`src/rtl/fifo_pkg.sv`:
```
// Shared definitions for the FIFO burst reader.
//   - default widths and depth for the burst reader and its read-side FIFO
//   - FIFO read latency (rd_en in cycle t -> rd_ack/dout in cycle t+1)
//   - burst reader state encoding
package fifo_pkg;

   localparam int DEFAULT_DATA_W     = 32;
   localparam int DEFAULT_FIFO_DEPTH = 8;
   localparam int DEFAULT_CNT_W      = 4;

   // A read issued in cycle t is acknowledged in cycle t+1. The single
   // pend flag in the reader encodes exactly this one-cycle latency.
   localparam int FIFO_RD_LATENCY = 1;

   typedef enum logic [2:0] {
      IDLE  = 3'b000,
      RUN   = 3'b001,
      DRAIN = 3'b010,
      DONE  = 3'b011,
      ERR   = 3'b100
   } state_t;

endpackage

```
`src/rtl/rd_skid_buf.sv`:
```
// Two-entry in-order skid buffer between the FIFO read port and the
// downstream valid/ready stream.
// Ports:
//   clk, reset  - clock, synchronous active-high reset
//   flush       - drop all buffered entries (occupancy -> 0)
//   push, din   - write one entry at the tail
//   pop         - remove the head entry
//   dout        - head entry (meaningful while occ != 0)
//   occ         - number of entries held, 0..2
// The caller never pushes into a full buffer unless it pops the same cycle.
module rd_skid_buf #(
   parameter int DATA_W = 32
) (
   input  logic              clk,
   input  logic              reset,
   input  logic              flush,
   input  logic              push,
   input  logic              pop,
   input  logic [DATA_W-1:0] din,
   output logic [DATA_W-1:0] dout,
   output logic [1:0]        occ
);

   logic [DATA_W-1:0] head;
   logic [DATA_W-1:0] tail;

   // NOTE: sequential state uses non-blocking assignments so every register
   // samples the pre-edge values, independent of statement order.
   always_ff @(posedge clk) begin
      if (reset) begin
         // NOTE: the data entries are reset as well (not only occ) because the
         // head entry drives m_data directly and must read zero out of reset.
         occ  <= 2'd0;
         head <= '0;
         tail <= '0;
      end else if (flush) begin
         occ <= 2'd0;
      end else begin
         case ({push, pop})
            2'b10: begin
               if (occ == 2'd0) head <= din;
               else             tail <= din;
               occ <= occ + 2'd1;
            end
            2'b01: begin
               head <= tail;
               occ  <= occ - 2'd1;
            end
            2'b11: begin
               // Occupancy unchanged; the new word goes behind whatever
               // remains after the head leaves.
               if (occ == 2'd1) begin
                  head <= din;
               end else begin
                  head <= tail;
                  tail <= din;
               end
            end
            default: ;
         endcase
      end
   end

   assign dout = head;

endmodule

```
`src/rtl/fifo_burst_reader.sv`:
```
// Read-side burst master for the 8-deep FIFO. Pops a host-requested burst
// of 1..FIFO_DEPTH words and presents them on a valid/ready stream.
// Ports:
//   clk, reset              - clock, synchronous active-high reset
//   start, len              - one-cycle burst request and its length (IDLE only)
//   err_clr                 - leave ERR and return to IDLE
//   fifo_empty              - FIFO empty flag
//   fifo_rd_en              - FIFO read request (combinational)
//   fifo_rd_ack, fifo_dout  - read acknowledge and data, one cycle after rd_en
//   fifo_rd_err             - FIFO read-error flag
//   m_valid, m_data, m_ready - downstream stream
//   busy                    - burst in progress (RUN or DRAIN)
//   done                    - one-cycle pulse at burst completion
//   err                     - high while in ERR
//   words_out               - words delivered in the current or last burst
module fifo_burst_reader
   import fifo_pkg::*;
#(
   parameter int DATA_W     = DEFAULT_DATA_W,
   parameter int FIFO_DEPTH = DEFAULT_FIFO_DEPTH,
   parameter int CNT_W      = DEFAULT_CNT_W
) (
   input  logic              clk,
   input  logic              reset,
   input  logic              start,
   input  logic [CNT_W-1:0]  len,
   input  logic              err_clr,
   input  logic              fifo_empty,
   input  logic              fifo_rd_ack,
   input  logic              fifo_rd_err,
   input  logic [DATA_W-1:0] fifo_dout,
   output logic              fifo_rd_en,
   output logic              m_valid,
   output logic [DATA_W-1:0] m_data,
   input  logic              m_ready,
   output logic              busy,
   output logic              done,
   output logic              err,
   output logic [CNT_W-1:0]  words_out
);

   localparam logic [CNT_W-1:0] MAX_LEN = CNT_W'(FIFO_DEPTH);

   state_t           state;
   state_t           state_next;
   logic [CNT_W-1:0] rem;
   logic             pend;
   logic [1:0]       occ;
   logic [2:0]       occ_after;
   logic [2:0]       occ_next;
   logic             push;
   logic             pop;
   logic             err_evt;
   logic             enter_err;
   logic             start_ok;

   assign start_ok = start && (len != '0) && (len <= MAX_LEN);

   // A read outstanding from last cycle must come back acknowledged and
   // error-free; otherwise the word is discarded and the block faults.
   assign err_evt   = pend && (!fifo_rd_ack || fifo_rd_err);
   assign push      = pend && fifo_rd_ack && !fifo_rd_err;
   assign m_valid   = (occ != 2'd0);
   assign pop       = m_valid && m_ready;
   assign enter_err = (state_next == ERR) && (state != ERR);

   // Slots committed once this cycle settles: held words plus the word in
   // flight, minus the one leaving now. Issuing only while this is below 2
   // keeps the buffer from overflowing and still allows one read per cycle
   // when the consumer is always ready.
   assign occ_after = {1'b0, occ} + {2'b00, pend} - {2'b00, pop};
   assign occ_next  = {1'b0, occ} + {2'b00, push} - {2'b00, pop};

   // State register
   always_ff @(posedge clk) begin
      if (reset) state <= IDLE;
      else       state <= state_next;
   end

   // Next-state logic
   always_comb begin
      // NOTE: default assignment first so no path through the case leaves
      // state_next unassigned, which would infer a latch.
      state_next = state;
      unique case (state)
         IDLE:  if (start_ok) state_next = RUN;
         RUN: begin
            if (err_evt)                                state_next = ERR;
            else if (fifo_rd_en && rem == CNT_W'(1))    state_next = DRAIN;
         end
         DRAIN: begin
            if (err_evt)                                state_next = ERR;
            else if (!pend && occ_next == 3'd0)         state_next = DONE;
         end
         DONE:  state_next = IDLE;
         ERR:   if (err_clr) state_next = IDLE;
         default: state_next = IDLE;
      endcase
   end

   // Output logic
   always_comb begin
      fifo_rd_en = 1'b0;
      busy       = 1'b0;
      done       = 1'b0;
      err        = 1'b0;
      unique case (state)
         RUN: begin
            busy       = 1'b1;
            fifo_rd_en = (rem != '0) && !fifo_empty && (occ_after < 3'd2);
         end
         DRAIN: busy = 1'b1;
         DONE:  done = 1'b1;
         ERR:   err  = 1'b1;
         default: ;
      endcase
   end

   // Burst bookkeeping: remaining reads, read in flight, delivered count.
   always_ff @(posedge clk) begin
      if (reset) begin
         rem       <= '0;
         pend      <= 1'b0;
         words_out <= '0;
      end else begin
         if (state == IDLE && start_ok) rem <= len;
         else if (fifo_rd_en)            rem <= rem - CNT_W'(1);

         // A read issued in the same cycle the fault is seen is abandoned.
         pend <= enter_err ? 1'b0 : fifo_rd_en;

         if (state == IDLE && start_ok) words_out <= '0;
         else if (pop)                   words_out <= words_out + CNT_W'(1);
      end
   end

   rd_skid_buf #(
      .DATA_W (DATA_W)
   ) u_skid (
      .clk   (clk),
      .reset (reset),
      .flush (enter_err),
      .push  (push),
      .pop   (pop),
      .din   (fifo_dout),
      .dout  (m_data),
      .occ   (occ)
   );

endmodule

```
`config.mk`:
```
export PLATFORM = sky130hd
export DESIGN_NAME = fifo_burst_reader
export DESIGN_NICKNAME = d
export VERILOG_FILES = /design/src/rtl/fifo_pkg.sv /design/src/rtl/rd_skid_buf.sv /design/src/rtl/fifo_burst_reader.sv
export SDC_FILE = /design/constraint.sdc
export NUM_CORES = 1
export LEC_CHECK = 0
export BUFFER_PORTS_ARGS = -buffer_cell sky130_fd_sc_hd__buf_4
export CELL_PAD_IN_SITES_DETAIL_PLACEMENT = 0
export CELL_PAD_IN_SITES_GLOBAL_PLACEMENT = 1
export CORE_ASPECT_RATIO = 1.5
export CORE_UTILIZATION = 37
export DETAILED_ROUTE_END_ITERATION = 10
export MAX_ROUTING_LAYER = met4
export PLACE_DENSITY_LB_ADDON = 0.1
export REMOVE_ABC_BUFFERS = 1
export SYNTH_ARGS = -nofsm -noshare
export SYNTH_HDL_FRONTEND = slang
export SYNTH_SLANG_ARGS = --single-unit
```
`constraint.sdc`:
```
create_clock -name clk -period 3.2 [get_ports clk]
set_clock_uncertainty 0.2 [all_clocks]
set_input_delay 0.64 -clock clk [delete_from_list [all_inputs] [get_ports clk]]
set_output_delay 0.64 -clock clk [all_outputs]
set_load 0.1 [all_outputs]
```
== After elaboration in Yosys (flattened, before gate mapping) ==
Cells that the tools add are included.
Storage, ports and cells
  register bits: 78
  input bits: 44
  output and inout port bits: 41
Cells by class
  add/sub/neg operators: 8
  order comparisons: 2
  eq/ne operators: 14
  multiplexer cells: 20
  bitwise gates (word level): 1
  reductions and logical operators: 32
Operators by type and width (number)
  32-bit two-way mux: 4
  32-bit case mux with 3 select lines: 1
  32-bit case mux with 2 select lines: 1
  3-bit two-way mux: 6
  1-bit logical AND: 12
  3-bit case mux with 4 select lines: 1
  4-bit two-way mux: 2
  2-bit nonzero test: 4
  4-bit nonzero test: 2
  2-bit by 1-bit adder with 3-bit output: 2
  3-bit by 2-bit equality test with 1-bit output (second input constant): 2
  3-bit equality test (second input constant): 2
  3-bit logical NOT: 2
  2-bit OR reduction: 3
  3-bit by 1-bit subtractor with 3-bit output: 2
  4-bit by 1-bit adder with 4-bit output (second input constant): 1
  2-bit by 1-bit equality test with 1-bit output (second input constant): 2
  2-bit equality test (second input constant): 2
  4-bit by 1-bit equality test with 1-bit output (second input constant): 1
  4-bit less-or-equal comparator (second input constant): 1
  1-bit logical NOT: 4
  1-bit two-way mux: 4
  2-bit inequality test (second input constant): 2
  2-bit case mux with 2 select lines: 1
  other kinds (13): 13

== Depth between registers and ports, before layout ==
Gate-level depths: netlist of run 1.
  word-level depth: 14
  depth in mapped cells: 13

== Cells and area by module ==
A second synthesis of run 1 with hierarchy kept.
Unflattened totals
  cells, all modules: 453
  area, all modules: 3980.1 um^2
Modules (own cells, without submodules)
  rd_skid_buf: instances 1, cells an instance 366, area an instance 3165.5 um^2, sequential area each 1321.3 um^2
  fifo_burst_reader: instances 1, cells an instance 87, area an instance 814.5 um^2, sequential area each 240.2 um^2

== Worst setup path after synthesis of run 1 ==
OpenSTA, ideal clock, no wires.
  path kind: flip-flop to output port
  from: reg u_skid.occ[1]
  to: out fifo_rd_en
  data arrival time: 2989 ps
  required time: 2360 ps
  slack: -629 ps
  cell stages (with the launch flop): 12
  path buffers: 1
  cell sequence: dfxtp_1 > inv_1 > ha_1 > nor2b_1 > clkbuf_1 > ha_1 > inv_1 > nand2_1 > fa_1 > xnor2_1 > nand4_1 > inv_1
Between the ends
  word-level cells in the longest chain between the ends: 6
RTL lines
  from (decl): RTL line rd_skid_buf.sv:21  | output logic [1:0] occ
  from (signal assigned): RTL line rd_skid_buf.sv:43  | occ <= occ + 2'd1;
  from (signal assigned): RTL line rd_skid_buf.sv:47  | occ <= occ - 2'd1;
  2-bit nonzero test: RTL line fifo_burst_reader.sv:63  | assign m_valid = (occ != 2'd0);
  1-bit logical AND: RTL line fifo_burst_reader.sv:64  | assign pop = m_valid && m_ready;
  net pop: RTL line fifo_burst_reader.sv:52  | logic pop;
  3-bit by 1-bit subtractor with 3-bit output: RTL line fifo_burst_reader.sv:71  | assign occ_after = {1'b0, occ} + {2'b00, pend} - {2'b00, pop};
  3-bit by 2-bit < comparator with 1-bit output: RTL line fifo_burst_reader.sv:110  | fifo_rd_en = (rem != '0) && !fifo_empty && (occ_after < 3'd2);
  1-bit logical AND: RTL line fifo_burst_reader.sv:110
  1-bit two-way mux: RTL line fifo_burst_reader.sv:107  | unique case (state)
  to (decl): RTL line fifo_burst_reader.sv:32  | output logic fifo_rd_en,
The timed path passes the listed nets, and every way through them passes these cells.

== Final worst setup path of run 1 ==
  from: reg u_skid.occ[0]
  to: out fifo_rd_en
Between the ends
  word-level cells in the longest chain between the ends: 6
RTL lines (RTL line)
  parallel branches: the longest is 2 deep, another holds 2-bit by 1-bit adder with 3-bit output
  3-bit by 1-bit subtractor with 3-bit output *: fifo_burst_reader.sv:71
  3-bit by 2-bit < comparator with 1-bit output *: fifo_burst_reader.sv:110
  1-bit logical AND *: fifo_burst_reader.sv:110
  1-bit two-way mux *: fifo_burst_reader.sv:107
Mark *: on every way between the ends.

==> results, run 1 <==
- The flow ran to the end, but the final reports show violations.
- The final reports fail on negative setup slack.
- The final net count is 545.
- The power per unit of standard cell area is roughly 690 mW/mm^2.
- The final max-slew violation count came to 0.
- The area growth from synthesis to layout is 31.5%.
- The number of maximum-capacitance constraint violations is 0.
- For this configuration, the core starts out at a cell density of 0.386.
- The share of the yosys chip area belonging to registers is 0.412.
- The total congestion overflow is 0.
- TritonCTS built the clock tree.
- The measured slew at the worst slew-check pin is 1.01 ns.
- From left edge to right edge, the die measures roughly 85 um.
- The number of antenna violations at the first check in global routing came to 0.
- Dividing the detail-routed wire length by the instance count gives 17.2 um.
- The die outline area is approximately 0.011 sq mm.
- The repair_antennas step left the layout with diodes totalling 0.
- The core region area is 0.00980 sq mm.
- The gate count after technology mapping is 414.
- Data on the critical path is required at its endpoint by 2.36 ns.
- For met3 alone, demand over resource in global routing was 0.0295.
- The overall die height is 126 um.
- For this run, design rule violations remaining after detail routing come to 0.
- The final setup violation count is 1.
- For this block, the initial DRC count from the detailed router was ~210.
- The clock latency on the worst-skew pair is 0.34 ns.
- The first global-routing pass estimated 17.3 mm of wire.
- The number of global-route vias before repair is 3399.
- Counting the fill cells in the layout gives 910.
- The worst setup path is launched from a flip-flop.
- The global router's overall resource usage is 0.212.
- After floorplanning, the core was divided into 44 placement rows.
- The hold violation total from the final report is 0.
- For met1 alone, demand over resource in global routing was 0.252.
- The mapped netlist covers 0.00379 sq mm.
- Timing analysis after detailed placement gives a worst setup slack of -0.0989 ns.
- The pin count of the biggest net entering global routing is 66.
- The path class of the tightest hold or removal check is reg2reg.
- Summing over every cut layer, the via total after detailed routing is 3435.
- The worst setup path category is reg2out.
- The arrival time of the worst setup path is 2.36 ns.
- The count of H-tree levels built during CTS is 3.
- Of the cells placed in the final design, the portion with a size suffix greater than 1 is 0.350.
- The first detailed-routing pass took 7 iterations.
- The minimum clock period is 3.20 ns.
- Averaged over all synthesized cells, the footprint is roughly 9 sq um.
- STA classifies the critical path endpoint as an output port.
- The clock-pin transition on the worst setup and hold timing paths is approximately 0.06 ns.
- The count of flip-flops with a built-in enable after synthesis is 0.
- Setup repair after global routing could not meet its margin everywhere.
- The combined flip-flop and latch cell area is 0.00156 sq mm.
- The number of buffers added to fix hold violations after cts is 0.
- The most instantiated flip-flop cell in the synthesis netlist is dfxtp_1.
- The global placer's final weighted congestion is approximately 0.86.
- The synthesis warning total is 0.
- The combined area of the multi-input logic cells is approximately 0.0020 sq mm.
- The maximum ir drop on the vdd rail is 326 uV.
- The final critical-path share of the clock period is 1.00.
- The finished cells cover 0.00498 sq mm.
- The leakage power of the design is 1.87 nW.
- On the final layout, the worst hold slack is 0.274 ns.
- The number of port buffers is between 80 and 90.
- The flip-flop and latch count after synthesis is 78.
- 85 I/O pins were placed.
- The clock drives between 70 and 80 sinks.
- Counting the buffers created by CTS gives 9.
- The final wirelength is 10.5 mm.
- The design draws 3.43 mW.
- Ranked by total cell area, the synthesized netlist is headed by dfxtp_1, a211oi_2, a21oi_1.
- The count of cell types in the netlist is 49.
- The met2 layer usage reported by global route is 0.349.
- The library cell used most frequently in the layout, excluding fill and tap cells, is buf_4.
- In the layout the commonest cells are buf_4, dfxtp_1, a21oi_1.
- After synthesis, the share of flip-flops with an asynchronous set or reset is 0.
- After detailed placement, the total cell area comes to 0.00452 sq mm.
- The estimated wirelength of the detail-placed design is around 6.4 mm.
- The share of synthesized area in the top cell type comes to 0.412.
- Of all cell types, the one taking the most synthesized area is dfxtp_1.
- The worst relative slew slack is 0.330.
- Once routing completed, OpenROAD measured the worst setup slack at -0.00149 ns.
- In this run the remaining antenna-violating nets after routing total 0.
- The via-per-instance ratio is 5.64.
- met2 is the most crowded layer.
- The share of the core filled with cells is 0.508.
- Based on the critical path, the design can be clocked at up to 312 MHz.
- The number of buffers between clock root and the deepest sink is 2.
- The tree is rooted in a clkbuf_16.
- Of all nets on the critical path, the largest fanout is 2.
worst paths after layout:
path	startpoint	endpoint	slack [ns]	cells after the start
worst max-delay path	u_skid.occ[0]$_SDFFE_PP0P_	fifo_rd_en	-0.001	10
worst max register to register	u_skid.occ[0]$_SDFFE_PP0P_	state[0]$_SDFF_PP0_	0.15	13
worst min register to register	u_skid.tail[5]$_SDFFE_PP0P_	u_skid.tail[5]$_SDFFE_PP0P_	0.27	2
worst min-delay path	u_skid.tail[5]$_SDFFE_PP0P_	u_skid.tail[5]$_SDFFE_PP0P_	0.27	2
where the power goes:
| part | switching (mW) | total [mW] | internal, mW |
|---|---|---|---|
| logic | 0.758 | 1.07 | 0.316 |
| registers | 0.0416 | 1.08 | 1.04 |
| clock network | 0.406 | 1.27 | 0.865 |
worst max-delay path: stages (launching register included):
cell	delay [ns]
dfxtp_2	0.33
inv_2	0.05
ha_4	0.16
nor2b_4	0.13
ha_4	0.21
inv_2	0.05
nand2_2	0.05
fa_2	0.55
nand4_1	0.17
inv_2	0.13
buf_12	0.17
cell families (layout without fill, tap and decap cells):
family | Yosys count | in the layout | synth area share
simple gates | 76 | 76 | 0.117
xor+xnor | 8 | 8 | 0.0185
buf+inv | 57 | 137 | 0.0690
fa+ha+maj | 12 | 12 | 0.0436
compound gates | 180 | 180 | 0.331
flops | 78 | 78 | 0.412
mux | 3 | 3 | 0.00859
repair_timing:
item,in CTS,in global routing
pin swaps,5,6
gates resized for setup,17,0
endpoints found under the setup margin,1,2
hold endpoints to repair,0,0
setup buffers,3,1
synth_stat cells, types with 3 or more instances:
master     n
a211oi_1   4
xor2_1     4
dfxtp_1   78
o21ai_0   33
a21oi_1   67
inv_1     14
xnor2_1    4
nand2b_1   4
nand3_1   32
nand4_1    3
buf_1      5
buf_4      3
buf_2      5
ha_1      10
nor2_1     4
a22oi_1   33
nand2_1    6
nor3_1     8
clkbuf_1  26
buf_6      4
a211oi_2  30
flip-flops by register name, summed over array words and instances, names as in the netlist:
signal and count:
words_out 4, state 3, u_skid.tail 32, u_skid.dout 32, pend 1, u_skid.occ 2, rem 4
cell type report:
cell class | count | share of cell area
Clock inverter | 5 | 0.0259
Timing Repair Buffer | 107 | 0.164
Multi-Input combinational cell | 279 | 0.408
Tap cell | 115 | 0.0289
Inverter | 14 | 0.0106
Sequential cell | 78 | 0.314
Clock buffer | 11 | 0.0488
layer usage:
metal	up-vias	part of all wire
li1	1692	-
met1	1635	0.42
met2	88	0.51
met3	20	0.035
met4	0	0.030
met5	-	0
metrics by stage:
step                instances  TNS (ns)
floorplan                 371     -9.87
CTS                       608   -0.0626
global route              609   -0.0919
detailed placement        589    -0.194
finish                    609  -0.00149
global placement          589    -0.146
Power figures use the tool's default switching activity.
==> run 2: changes to the inputs <==
--- a/config.mk
+++ b/config.mk
@@ -10,10 +10,12 @@
 export CELL_PAD_IN_SITES_GLOBAL_PLACEMENT = 1
 export CORE_ASPECT_RATIO = 1.5
 export CORE_UTILIZATION = 37
+export CTS_CLUSTER_DIAMETER = 50
 export DETAILED_ROUTE_END_ITERATION = 10
 export MAX_ROUTING_LAYER = met4
 export PLACE_DENSITY_LB_ADDON = 0.1
 export REMOVE_ABC_BUFFERS = 1
+export SETUP_SLACK_MARGIN = 0.15
 export SYNTH_ARGS = -nofsm -noshare
 export SYNTH_HDL_FRONTEND = slang
 export SYNTH_SLANG_ARGS = --single-unit
==> results, run 2 (synthesis results as in run 1) <==
- The die outline area is 0.0107 sq mm (unchanged).
- The final net count is 545 (unchanged).
- The number of buffers between clock root and the deepest sink is 2 (unchanged).
- The number of CTS-inserted buffers came to 9 (unchanged).
- The final wirelength came to 10.5 mm (+0.77%).
- The combined flip-flop and latch cell area came to 0.00156 sq mm (unchanged).
- The number of port buffers came to 84 (unchanged).
- The estimated wirelength of the detail-placed design came to 6.38 mm (unchanged).
- The total congestion overflow is 0 (unchanged).
- The first-pass GRT wire length is 17.3 mm (about the same).
- The number of maximum-capacitance constraint violations is 0 (unchanged).
- The global placer's final weighted congestion is 0.858 (unchanged).
- The number of antenna violations at the first check in global routing is 0 (unchanged).
- The via-per-instance ratio is 5.65 (+0.20%).
- The die width came to 84.6 um (unchanged).
- The top cell types in the final layout, fill and taps aside, are buf_4, dfxtp_1, a21oi_1.
- The global router's overall resource usage is 0.212 (-0.000283).
- The final setup violation count is 1 (unchanged).
- The via count of the routed design came to 3442 (+0.20%).
- The core region area is 0.00980 sq mm (unchanged).
- The number of routed nets with antenna violations came to 0 (unchanged).
- TritonCTS built the clock tree.
- The worst relative slew slack is 0.333 (+0.00321).
- The hold violation total from the final report came to 0 (unchanged).
- The worst endpoint required time is 2.36 ns (about the same).
- The floorplan row count is 44 (unchanged).
- Relative to the synthesized area, the layout overhead comes to 31.6%.
- The area of all placed cells without fillers is 0.00498 sq mm (+0.10%).
- The power per unit of standard cell area was 689 mW/mm^2 (about the same).
- The overall die height is 126 um (unchanged).
- The number of DRC violations after detailed-routing iteration 0 is 201 (-6.1%).
- The clock latency on the worst-skew pair is 0.34 ns (about the same).
- The final critical-path share of the clock period is 1.00 (about the same).
- The measured slew at the worst slew-check pin is 1.00 ns (-0.00481 ns).
- The library cell used as clock root buffer is clkbuf_16.
- The leakage power of the design is 1.87 nW (about the same).
- The clock-pin transition on the worst setup and hold timing paths is 0.06 ns (about the same).
- The number of clock sinks was 78 (unchanged).
- The count of pins on the block boundary is 85 (unchanged).
- The worst setup path category is reg2out.
- The number of antenna repair diodes is 0 (unchanged).
- The post-placement worst setup slack is -0.0989 ns (unchanged).
- The path class of the tightest hold or removal check is reg2reg.
- The timing-limited maximum frequency is 312 MHz (about the same).
- The final routed DRC violation total is 0 (unchanged).
- Setup repair after global routing could not meet its margin everywhere.
- The fill cell instance count of the final layout came to 909 (-0.11%).
- The final reports fail on negative setup slack.
- The maximum ir drop on the vdd rail is 326 uV (about the same).
- The flow ran to the end, but the final reports show violations.
- The arrival time of the worst setup path is 2.36 ns (about the same).
- The minimum clock period was 3.20 ns (-0.0000278 ns).
- The most common cell after layout, fill and taps aside is buf_4.
- The number of global-route vias before repair is 3394 (-0.15%).
- The maximum net fanout on the critical path is 2 (unchanged).
- The launching element type of the critical path is a flip-flop.
- The combined area of the multi-input logic cells is 0.00204 sq mm (+0.25%).
- The pin count of the biggest net entering global routing is 66 (unchanged).
- The instance area at placement was 0.00452 sq mm (unchanged).
- The wire length per cell is 17.3 um (+0.77%).
- The final max-slew violation count is 0 (unchanged).
- The worst setup slack after layout is -0.00146 ns (+0.0000278 ns).
- The number of detailed-route iterations in the first pass is 7 (unchanged).
- The count of H-tree levels built during CTS came to 3 (unchanged).
- The effective utilization at floorplan came to 0.386 (unchanged).
- STA classifies the critical path endpoint as an output port.
- The share of final-layout standard cells stronger than drive strength 1 came to 0.352 (+0.00202).
- The minimum setup slack among reg-to-reg paths is 0.14 ns (about the same).
## run 2: cell counts in the layout (fill, tap and decap cells not counted)
No cell type changed its count.
## run 2: where the power goes
part	total (mW)	internal, mW	switching, mW
registers	1.08	1.04	0.0416
logic	1.08	0.316	0.760
clock network	1.27	0.865	0.408
total	3.43	2.22	1.21
## run 2: what timing repair did
item,CTS,global route
setup endpoints to repair,2,2
hold buffers,0,0
buffers inserted,3,1
resized for setup,18,0
cloned,0,0
pin swaps,5,6
## run 2: worst paths after layout
| check | from | end | cells past startpoint |
|---|---|---|---|
| min | u_skid.tail[5]$_SDFFE_PP0P_ | u_skid.tail[5]$_SDFFE_PP0P_ | 2 |
| min reg2reg | u_skid.tail[5]$_SDFFE_PP0P_ | u_skid.tail[5]$_SDFFE_PP0P_ | 2 |
| max | u_skid.occ[0]$_SDFFE_PP0P_ | fifo_rd_en | 10 |
| max reg2reg | u_skid.occ[0]$_SDFFE_PP0P_ | state[0]$_SDFF_PP0_ | 13 |
## run 2: area by class of cell
| type | instances | area share |
|---|---|---|
| Clock buffer | 11 | 0.0487 |
| Clock inverter | 5 | 0.0259 |
| Inverter | 14 | 0.0105 |
| Multi-Input combinational cell | 279 | 0.408 |
| Sequential cell | 78 | 0.314 |
| Tap cell | 115 | 0.0289 |
| Timing Repair Buffer | 107 | 0.164 |
## run 2: layer usage
| layer | up-vias | part of all wire | global-route usage |
|---|---|---|---|
| met5 | - | 0 | - |
| met4 | 0 | 0.026 | 0.102 |
| met3 | 19 | 0.035 | 0.0275 |
| met2 | 86 | 0.51 | 0.351 |
| met1 | 1642 | 0.43 | 0.252 |
| li1 | 1695 | - | - |
## run 2: worst max-delay path: stages (launching register included)
cell,delay [ns]
dfxtp_2,0.33
inv_2,0.05
ha_4,0.16
nor2b_4,0.13
ha_4,0.21
inv_2,0.05
nand2_2,0.05
fa_2,0.55
nand4_1,0.17
inv_2,0.13
buf_12,0.17
## run 2: through the flow
| step | util | instances | hold WS, ns | TNS [ns] | total power, mW |
|---|---|---|---|---|---|
| finish | 0.509 | 609 | 0.274 | -0.00146 | 3.43 |
| detailed placement | 0.461 | 589 | 0.266 | -0.194 | 2.14 |
| global route | 0.509 | 609 | 0.293 | -0.0903 | 3.56 |
| global placement | 0.461 | 589 | 0.259 | -0.146 | 2.14 |
| CTS | 0.508 | 608 | 0.274 | -0.0626 | 3.46 |
| floorplan | - | 371 | 0.247 | -9.87 | 1.86 |
